$ cat src/rtl/isa_pkg.sv
// Shared types and constants for the ISA sequencer: instruction layout, class codes, FSM states.
package isa_pkg;

    localparam int unsigned INSTR_W   = 20;
    localparam int unsigned CLS_W     = 2;
    localparam int unsigned ALUOP_W   = 3;
    localparam int unsigned FIELD_W   = 5;

    localparam int unsigned CLS_LSB   = 18;
    localparam int unsigned ALUOP_LSB = 15;
    localparam int unsigned RD_LSB    = 10;
    localparam int unsigned RS1_LSB   = 5;
    localparam int unsigned RS2_LSB   = 0;

    typedef enum logic [CLS_W-1:0] {
        CLS_ALU_BR  = 2'b00,
        CLS_ALU_RAM = 2'b01,
        CLS_NOP     = 2'b10,
        CLS_HALT    = 2'b11
    } cls_e;

    typedef enum logic [2:0] {
        ST_IDLE,
        ST_READ,
        ST_EXEC,
        ST_WRITE,
        ST_HALT
    } state_e;

    // Decoded view of one instruction word.
    typedef struct packed {
        cls_e               cls;
        logic [ALUOP_W-1:0] alu_op;
        logic [FIELD_W-1:0] rd;
        logic [FIELD_W-1:0] rs1;
        logic [FIELD_W-1:0] rs2;
    } instr_t;

endpackage

$ cat src/rtl/isa_decode.sv
// Combinational field split of an instruction word into class, alu_op and register fields.
module isa_decode
    import isa_pkg::*;
(
    input  logic [INSTR_W-1:0] i_instr,
    output instr_t             o_fields
);

    always_comb begin
        o_fields        = '0;
        o_fields.cls    = cls_e'(i_instr[CLS_LSB +: CLS_W]);
        o_fields.alu_op = i_instr[ALUOP_LSB +: ALUOP_W];
        o_fields.rd     = i_instr[RD_LSB +: FIELD_W];
        o_fields.rs1    = i_instr[RS1_LSB +: FIELD_W];
        o_fields.rs2    = i_instr[RS2_LSB +: FIELD_W];
    end

endmodule

$ cat src/rtl/isa_sequencer.sv
// Four-cycle READ/EXEC/WRITE controller for the register-bank / ALU / RAM datapath.
// All outputs are registered and computed from the next-state decision.
module isa_sequencer
    import isa_pkg::*;
#(
    parameter int unsigned DATA_W = 32,
    parameter int unsigned REG_AW = 5,
    parameter int unsigned RAM_AW = 5,
    parameter int unsigned CNT_W  = 16
) (
    input  logic               clk,
    input  logic               rst,
    input  logic               instr_valid,
    output logic               instr_ready,
    input  logic [INSTR_W-1:0] instr,
    output logic [REG_AW-1:0]  op1,
    output logic [REG_AW-1:0]  op2,
    output logic [ALUOP_W-1:0] alu_op,
    input  logic [DATA_W-1:0]  alu_result,
    output logic               we_br,
    output logic [REG_AW-1:0]  br_waddr,
    output logic               ram_we,
    output logic [RAM_AW-1:0]  ram_addr,
    output logic [DATA_W-1:0]  wdata,
    output logic               retire,
    output logic               halted,
    output logic [CNT_W-1:0]   retired_cnt
);

    state_e               r_state;
    state_e               w_state_nxt;
    logic [INSTR_W-1:0]   r_instr_q;
    logic [INSTR_W-1:0]   w_instr_q_nxt;
    logic [INSTR_W-1:0]   w_dec_src;
    instr_t               w_fields;

    logic                 r_instr_ready, w_instr_ready_nxt;
    logic [REG_AW-1:0]    r_op1, w_op1_nxt;
    logic [REG_AW-1:0]    r_op2, w_op2_nxt;
    logic [ALUOP_W-1:0]   r_alu_op, w_alu_op_nxt;
    logic                 r_we_br, w_we_br_nxt;
    logic [REG_AW-1:0]    r_br_waddr, w_br_waddr_nxt;
    logic                 r_ram_we, w_ram_we_nxt;
    logic [RAM_AW-1:0]    r_ram_addr, w_ram_addr_nxt;
    logic [DATA_W-1:0]    r_res_q, w_res_q_nxt;
    logic                 r_retire, w_retire_nxt;
    logic                 r_halted, w_halted_nxt;
    logic [CNT_W-1:0]     r_cnt, w_cnt_nxt;

    // In IDLE the incoming word is decoded so READ outputs are valid right after the transfer edge.
    assign w_dec_src = (r_state == ST_IDLE) ? instr : r_instr_q;

    isa_decode u_decode (
        .i_instr  (w_dec_src),
        .o_fields (w_fields)
    );

    always_ff @(posedge clk) begin
        if (rst) begin
            r_state <= ST_IDLE;
        end else begin
            r_state <= w_state_nxt;
        end
    end

    always_comb begin
        w_state_nxt       = r_state;
        w_instr_q_nxt     = r_instr_q;
        w_op1_nxt         = r_op1;
        w_op2_nxt         = r_op2;
        w_alu_op_nxt      = r_alu_op;
        w_we_br_nxt       = 1'b0;
        w_br_waddr_nxt    = r_br_waddr;
        w_ram_we_nxt      = 1'b0;
        w_ram_addr_nxt    = r_ram_addr;
        w_res_q_nxt       = r_res_q;
        w_retire_nxt      = 1'b0;
        w_halted_nxt      = r_halted;
        w_cnt_nxt         = r_cnt;

        case (r_state)
            ST_IDLE: begin
                if (instr_valid && r_instr_ready) begin
                    w_instr_q_nxt = instr;
                    if (w_fields.cls == CLS_HALT) begin
                        w_state_nxt  = ST_HALT;
                        w_halted_nxt = 1'b1;
                    end else begin
                        w_state_nxt    = ST_READ;
                        w_op1_nxt      = REG_AW'(w_fields.rs1);
                        w_op2_nxt      = REG_AW'(w_fields.rs2);
                        w_alu_op_nxt   = w_fields.alu_op;
                        w_br_waddr_nxt = REG_AW'(w_fields.rd);
                        w_ram_addr_nxt = RAM_AW'(w_fields.rd);
                    end
                end
            end
            ST_READ: begin
                w_state_nxt = ST_EXEC;
            end
            ST_EXEC: begin
                // Result capture, strobes and retire all land together on entry to WRITE.
                w_state_nxt  = ST_WRITE;
                w_res_q_nxt  = alu_result;
                w_we_br_nxt  = (w_fields.cls == CLS_ALU_BR);
                w_ram_we_nxt = (w_fields.cls == CLS_ALU_RAM);
                w_retire_nxt = 1'b1;
                w_cnt_nxt    = (&r_cnt) ? r_cnt : r_cnt + CNT_W'(1);
            end
            ST_WRITE: begin
                w_state_nxt  = ST_IDLE;
                w_op1_nxt    = '0;
                w_op2_nxt    = '0;
                w_alu_op_nxt = '0;
            end
            ST_HALT: begin
                w_state_nxt = ST_HALT;
            end
            default: begin
                w_state_nxt = ST_IDLE;
            end
        endcase

        w_instr_ready_nxt = (w_state_nxt == ST_IDLE);
    end

    always_ff @(posedge clk) begin
        if (rst) begin
            r_instr_q     <= '0;
            r_instr_ready <= 1'b1;
            r_op1         <= '0;
            r_op2         <= '0;
            r_alu_op      <= '0;
            r_we_br       <= 1'b0;
            r_br_waddr    <= '0;
            r_ram_we      <= 1'b0;
            r_ram_addr    <= '0;
            r_res_q       <= '0;
            r_retire      <= 1'b0;
            r_halted      <= 1'b0;
            r_cnt         <= '0;
        end else begin
            r_instr_q     <= w_instr_q_nxt;
            r_instr_ready <= w_instr_ready_nxt;
            r_op1         <= w_op1_nxt;
            r_op2         <= w_op2_nxt;
            r_alu_op      <= w_alu_op_nxt;
            r_we_br       <= w_we_br_nxt;
            r_br_waddr    <= w_br_waddr_nxt;
            r_ram_we      <= w_ram_we_nxt;
            r_ram_addr    <= w_ram_addr_nxt;
            r_res_q       <= w_res_q_nxt;
            r_retire      <= w_retire_nxt;
            r_halted      <= w_halted_nxt;
            r_cnt         <= w_cnt_nxt;
        end
    end

    assign instr_ready = r_instr_ready;
    assign op1         = r_op1;
    assign op2         = r_op2;
    assign alu_op      = r_alu_op;
    assign we_br       = r_we_br;
    assign br_waddr    = r_br_waddr;
    assign ram_we      = r_ram_we;
    assign ram_addr    = r_ram_addr;
    assign wdata       = r_res_q;
    assign retire      = r_retire;
    assign halted      = r_halted;
    assign retired_cnt = r_cnt;

endmodule
$ cat config.mk
export PLATFORM = sky130hd
export DESIGN_NAME = isa_sequencer
export DESIGN_NICKNAME = d
export VERILOG_FILES = /design/src/rtl/isa_pkg.sv /design/src/rtl/isa_decode.sv /design/src/rtl/isa_sequencer.sv
export SDC_FILE = /design/constraint.sdc
export NUM_CORES = 1
export LEC_CHECK = 0
export ABC_AREA = 1
export CAP_MARGIN = 20
export CORE_UTILIZATION = 46
export CTS_CLUSTER_DIAMETER = 150
export CTS_CLUSTER_SIZE = 25
export DETAILED_ROUTE_END_ITERATION = 7
export HOLD_SLACK_MARGIN = 0.15
export PLACE_DENSITY = 0.84
export SLEW_MARGIN = 20
export SYNTH_ARGS = -nofsm -noshare
export SYNTH_HDL_FRONTEND = slang
export SYNTH_SLANG_ARGS = --single-unit
$ cat constraint.sdc
create_clock -name clk -period 2 [get_ports clk]
set_clock_uncertainty 0.15 [all_clocks]
set_input_delay 0.6 -clock clk [delete_from_list [all_inputs] [get_ports clk]]
set_output_delay 0.6 -clock clk [all_outputs]
set_load 0.005 [all_outputs]
==> qor.csv <==
metric,value,unit
kind of critical path,reg -> out,
DR pass1 iterations,4,
fmax,0.507,GHz
largest net degree at the start of global routing,35,
CP Cell Sequence,clkdlybuf4s50_1,
Initial Utilization,48.4,%
Final Hold Violating Endpoints,0,
layout cells sized above 1,14.7,%
fill count,676,
Critical-path top delay cell,clkdlybuf4s50_1,
ys async rst share,0,%
Post-CTS Hold Buffers,0,
mean post-synth cell area,7.34,sq um
number of global-route vias before repair,3507,
Initial DRC Count,157,
vias per cell,5.02,
pre-CTS WS,-0.0824,ns
IO Pins,131,
Comb pwr share,40.2,%
core box area,8380,sq um
Worst setup EP type,output pin,
fin util,70.1,%
Synth-to-Final Area Change,44.7,%
Via Count,4035,
Die Span X,95.9,microns
Synth Warn #,0,
Residual DRC,0,
CTS Root Cell,clkbuf_8,
RD Place Congestion,0.828,
Pint,0.00386,W
clk_lat worst skew,0.35,ns
PortBufs,130,
post-synthesis adder-cell area fraction,0.308,%
Final min period,1.97,ns
Die Span Y,95.9,microns
largest family of logic cells by synthesized area,simple AND/OR/NAND/NOR gates,
placed cell areas,5480,sq um
detailed placement HPWL,7500,microns
top-area cell type share of the netlist area,46.4,%
maximum fanout along the worst path,5,
Post-Synthesis Cells,553,
Yosys top cell by area,dfxtp_1,
post-synthesis mux area share,1.23,%
Max Cap Violations,0,
cell with the most instances after synthesis,nand2_1,
n_diodes,0,
DIE AREA,9200,sq um
CP arrival,1.22,ns
clk buf depth,2,
sequential fraction of the synthesis area,46.4,%
first-pass GRT wire length,16100,microns
Critical Path Start Type,flip-flop,
WP data required,1.25,ns
"Period Utilization, post-route",98.7,%
NumNets Final,751,
CTS Buf Count,9,
VDD IR-drop max,0.460,mV
"EDFF count, synth",0,
"Buf+Inv Stages, Crit Path",1,
Pleak,2.38,nW
H-tree levels,3,
worst min-delay path category,reg -> reg,
outcome,completed,
sequential share of power,41.2,%
Slew Limit Fails,0,
setup_tns,0,ns
remaining antenna violation count after routing,0,
dpl cells,775,
"FF+latch count, synth",94,
clock sink count,94,
Final Setup Violations,0,
max incr delay on CP,0.50,ns
Final Cell Area,5870,sq um
Synth area leaders,"dfxtp_1 46%, nand2_1 17%, a21oi_1 8.3%",
Tot GR Track Use,22.3,%
worst reg-to-reg setup slack,0.14,ns
Switching Share,35.1,%
Mapped Nets,609,
Synth Area in Simple Gates,29.2,%
TritonCTS clock tree,built,
"delay-heaviest family, CP",buffers and inverters,
Synth top cells by count,"188 x nand2_1, 94 x dfxtp_1, 67 x a21oi_1",
commonest register cell after synthesis,dfxtp_1,
setup slack after layout,0.0261,ns
Worst slew margin,62.9,%
WL/cell,13.3,microns
Yosys cell types,29,
antenna violations before repair,0,
xor-xnor portion of the synthesized cell area,1.51,%
synthesized area,4060,sq um
complex-gate fraction of the synthesized area,14.0,%
NetSw,0.00209,W
fin cells,804,
FP Rows,33,
Power per Cell Area,1010,nW/um^2
Clk pwr share,18.6,%
Post-Route WL,10700,microns
GRT overflow,0,
Worst-path clk slew,0.10,ns
Slew @ Worst Pin,0.556,ns
[cell families (layout without fill, tap and decap cells)]
| logic type | Yosys count | in the layout |
|---|---|---|
| adders and majority gates | 1 | 1 |
| muxes | 5 | 5 |
| DFF | 94 | 94 |
| xor gates and xnor gates | 7 | 7 |
| and+or+nand+nor | 281 | 281 |
| AOI/OAI and AO/OA | 103 | 103 |
| buffers and inverters | 62 | 208 |
[power groups by stage]
| stage | Sequential, W | Clock, W | Combinational, W |
|---|---|---|---|
| global placement | 0.00248 | 0 | 0.00232 |
| CTS | 0.00244 | 0.00113 | 0.00240 |
| finish | 0.00246 | 0.00111 | 0.00239 |
| detailed placement | 0.00249 | 0 | 0.00238 |
| floorplan | 0.00248 | 0 | 0.00136 |
| global route | 0.00250 | 0.00121 | 0.00265 |
[cell usage in the layout (no fill, tap or decap), types with 9 or more instances in the layout]
| master | count |
|---|---|
| dfxtp_4 | 14 |
| dfxtp_2 | 16 |
| clkdlybuf4s50_1 | 115 |
| nand3_1 | 25 |
| clkbuf_8 | 9 |
| a21oi_1 | 67 |
| o21ai_0 | 19 |
| a21oi_2 | 10 |
| nor2_1 | 50 |
| dlymetal6s2s_1 | 11 |
| dfxtp_1 | 64 |
| inv_1 | 28 |
| nand2_1 | 188 |
| buf_4 | 27 |
[state kept, by name, indices dropped and copies added, names as in the netlist, 3 cells and up]
name / flops
alu_op: 3
op1: 5
op2: 5
r_instr_q: 20
r_state: 3
ram_addr: 5
retired_cnt: 16
wdata: 32
[per-stage QoR]
stage | total power, W | hold WS (ns)
4_1_cts | 0.00597 | 0.317
3_5_place_dp | 0.00487 | 0.302
5_1_grt | 0.00636 | 0.332
3_3_place_gp | 0.00480 | 0.287
2_1_floorplan | 0.00384 | 0.279
6_report | 0.00595 | 0.316
[final timing paths]
check / from / endpoint / cells past startpoint
worst max-delay path: retired_cnt[9]$_SDFFE_PP0P_ / retired_cnt[9] / 1
worst min register to register: r_instr_q[9]$_SDFFE_PP0P_ / r_instr_q[9]$_SDFFE_PP0P_ / 2
worst min-delay path: r_instr_q[9]$_SDFFE_PP0P_ / r_instr_q[9]$_SDFFE_PP0P_ / 2
worst max register to register: retired_cnt[0]$_SDFFE_PP0P_ / retired_cnt[10]$_SDFFE_PP0P_ / 8
[what timing repair did]
item                                    4_1_cts  5_1_grt
setup buffers                                 1       13
cloned                                        0        0
resized for setup                            31       28
endpoints found under the setup margin       20       40
pin swaps                                     0        1
[metal layers]
| metal | share of wire [%] | routed length, microns | GRT usage, % | up-vias |
|---|---|---|---|---|
| met5 | 0 | 0 | 0 | - |
| met4 | 1.5 | 157 | 7.21 | 0 |
| met3 | 6.8 | 728 | 5.21 | 14 |
| met2 | 49 | 5250 | 38.8 | 143 |
| met1 | 42 | 4510 | 27.2 | 1826 |
| li1 | - | - | - | 2052 |
[cell type report]
| class | count | area (sq um) | share of cell area, % |
|---|---|---|---|
| Clock inverter | 5 | 36.3 | 0.618 |
| Multi-Input combinational cell | 397 | 1880 | 32.0 |
| Timing Repair Buffer | 162 | 1620 | 27.6 |
| Tap cell | 105 | 131 | 2.24 |
| Inverter | 31 | 123 | 2.09 |
| Sequential cell | 94 | 1950 | 33.3 |
| Clock buffer | 10 | 128 | 2.17 |
No activity file was read; power rests on OpenSTA's default activity.
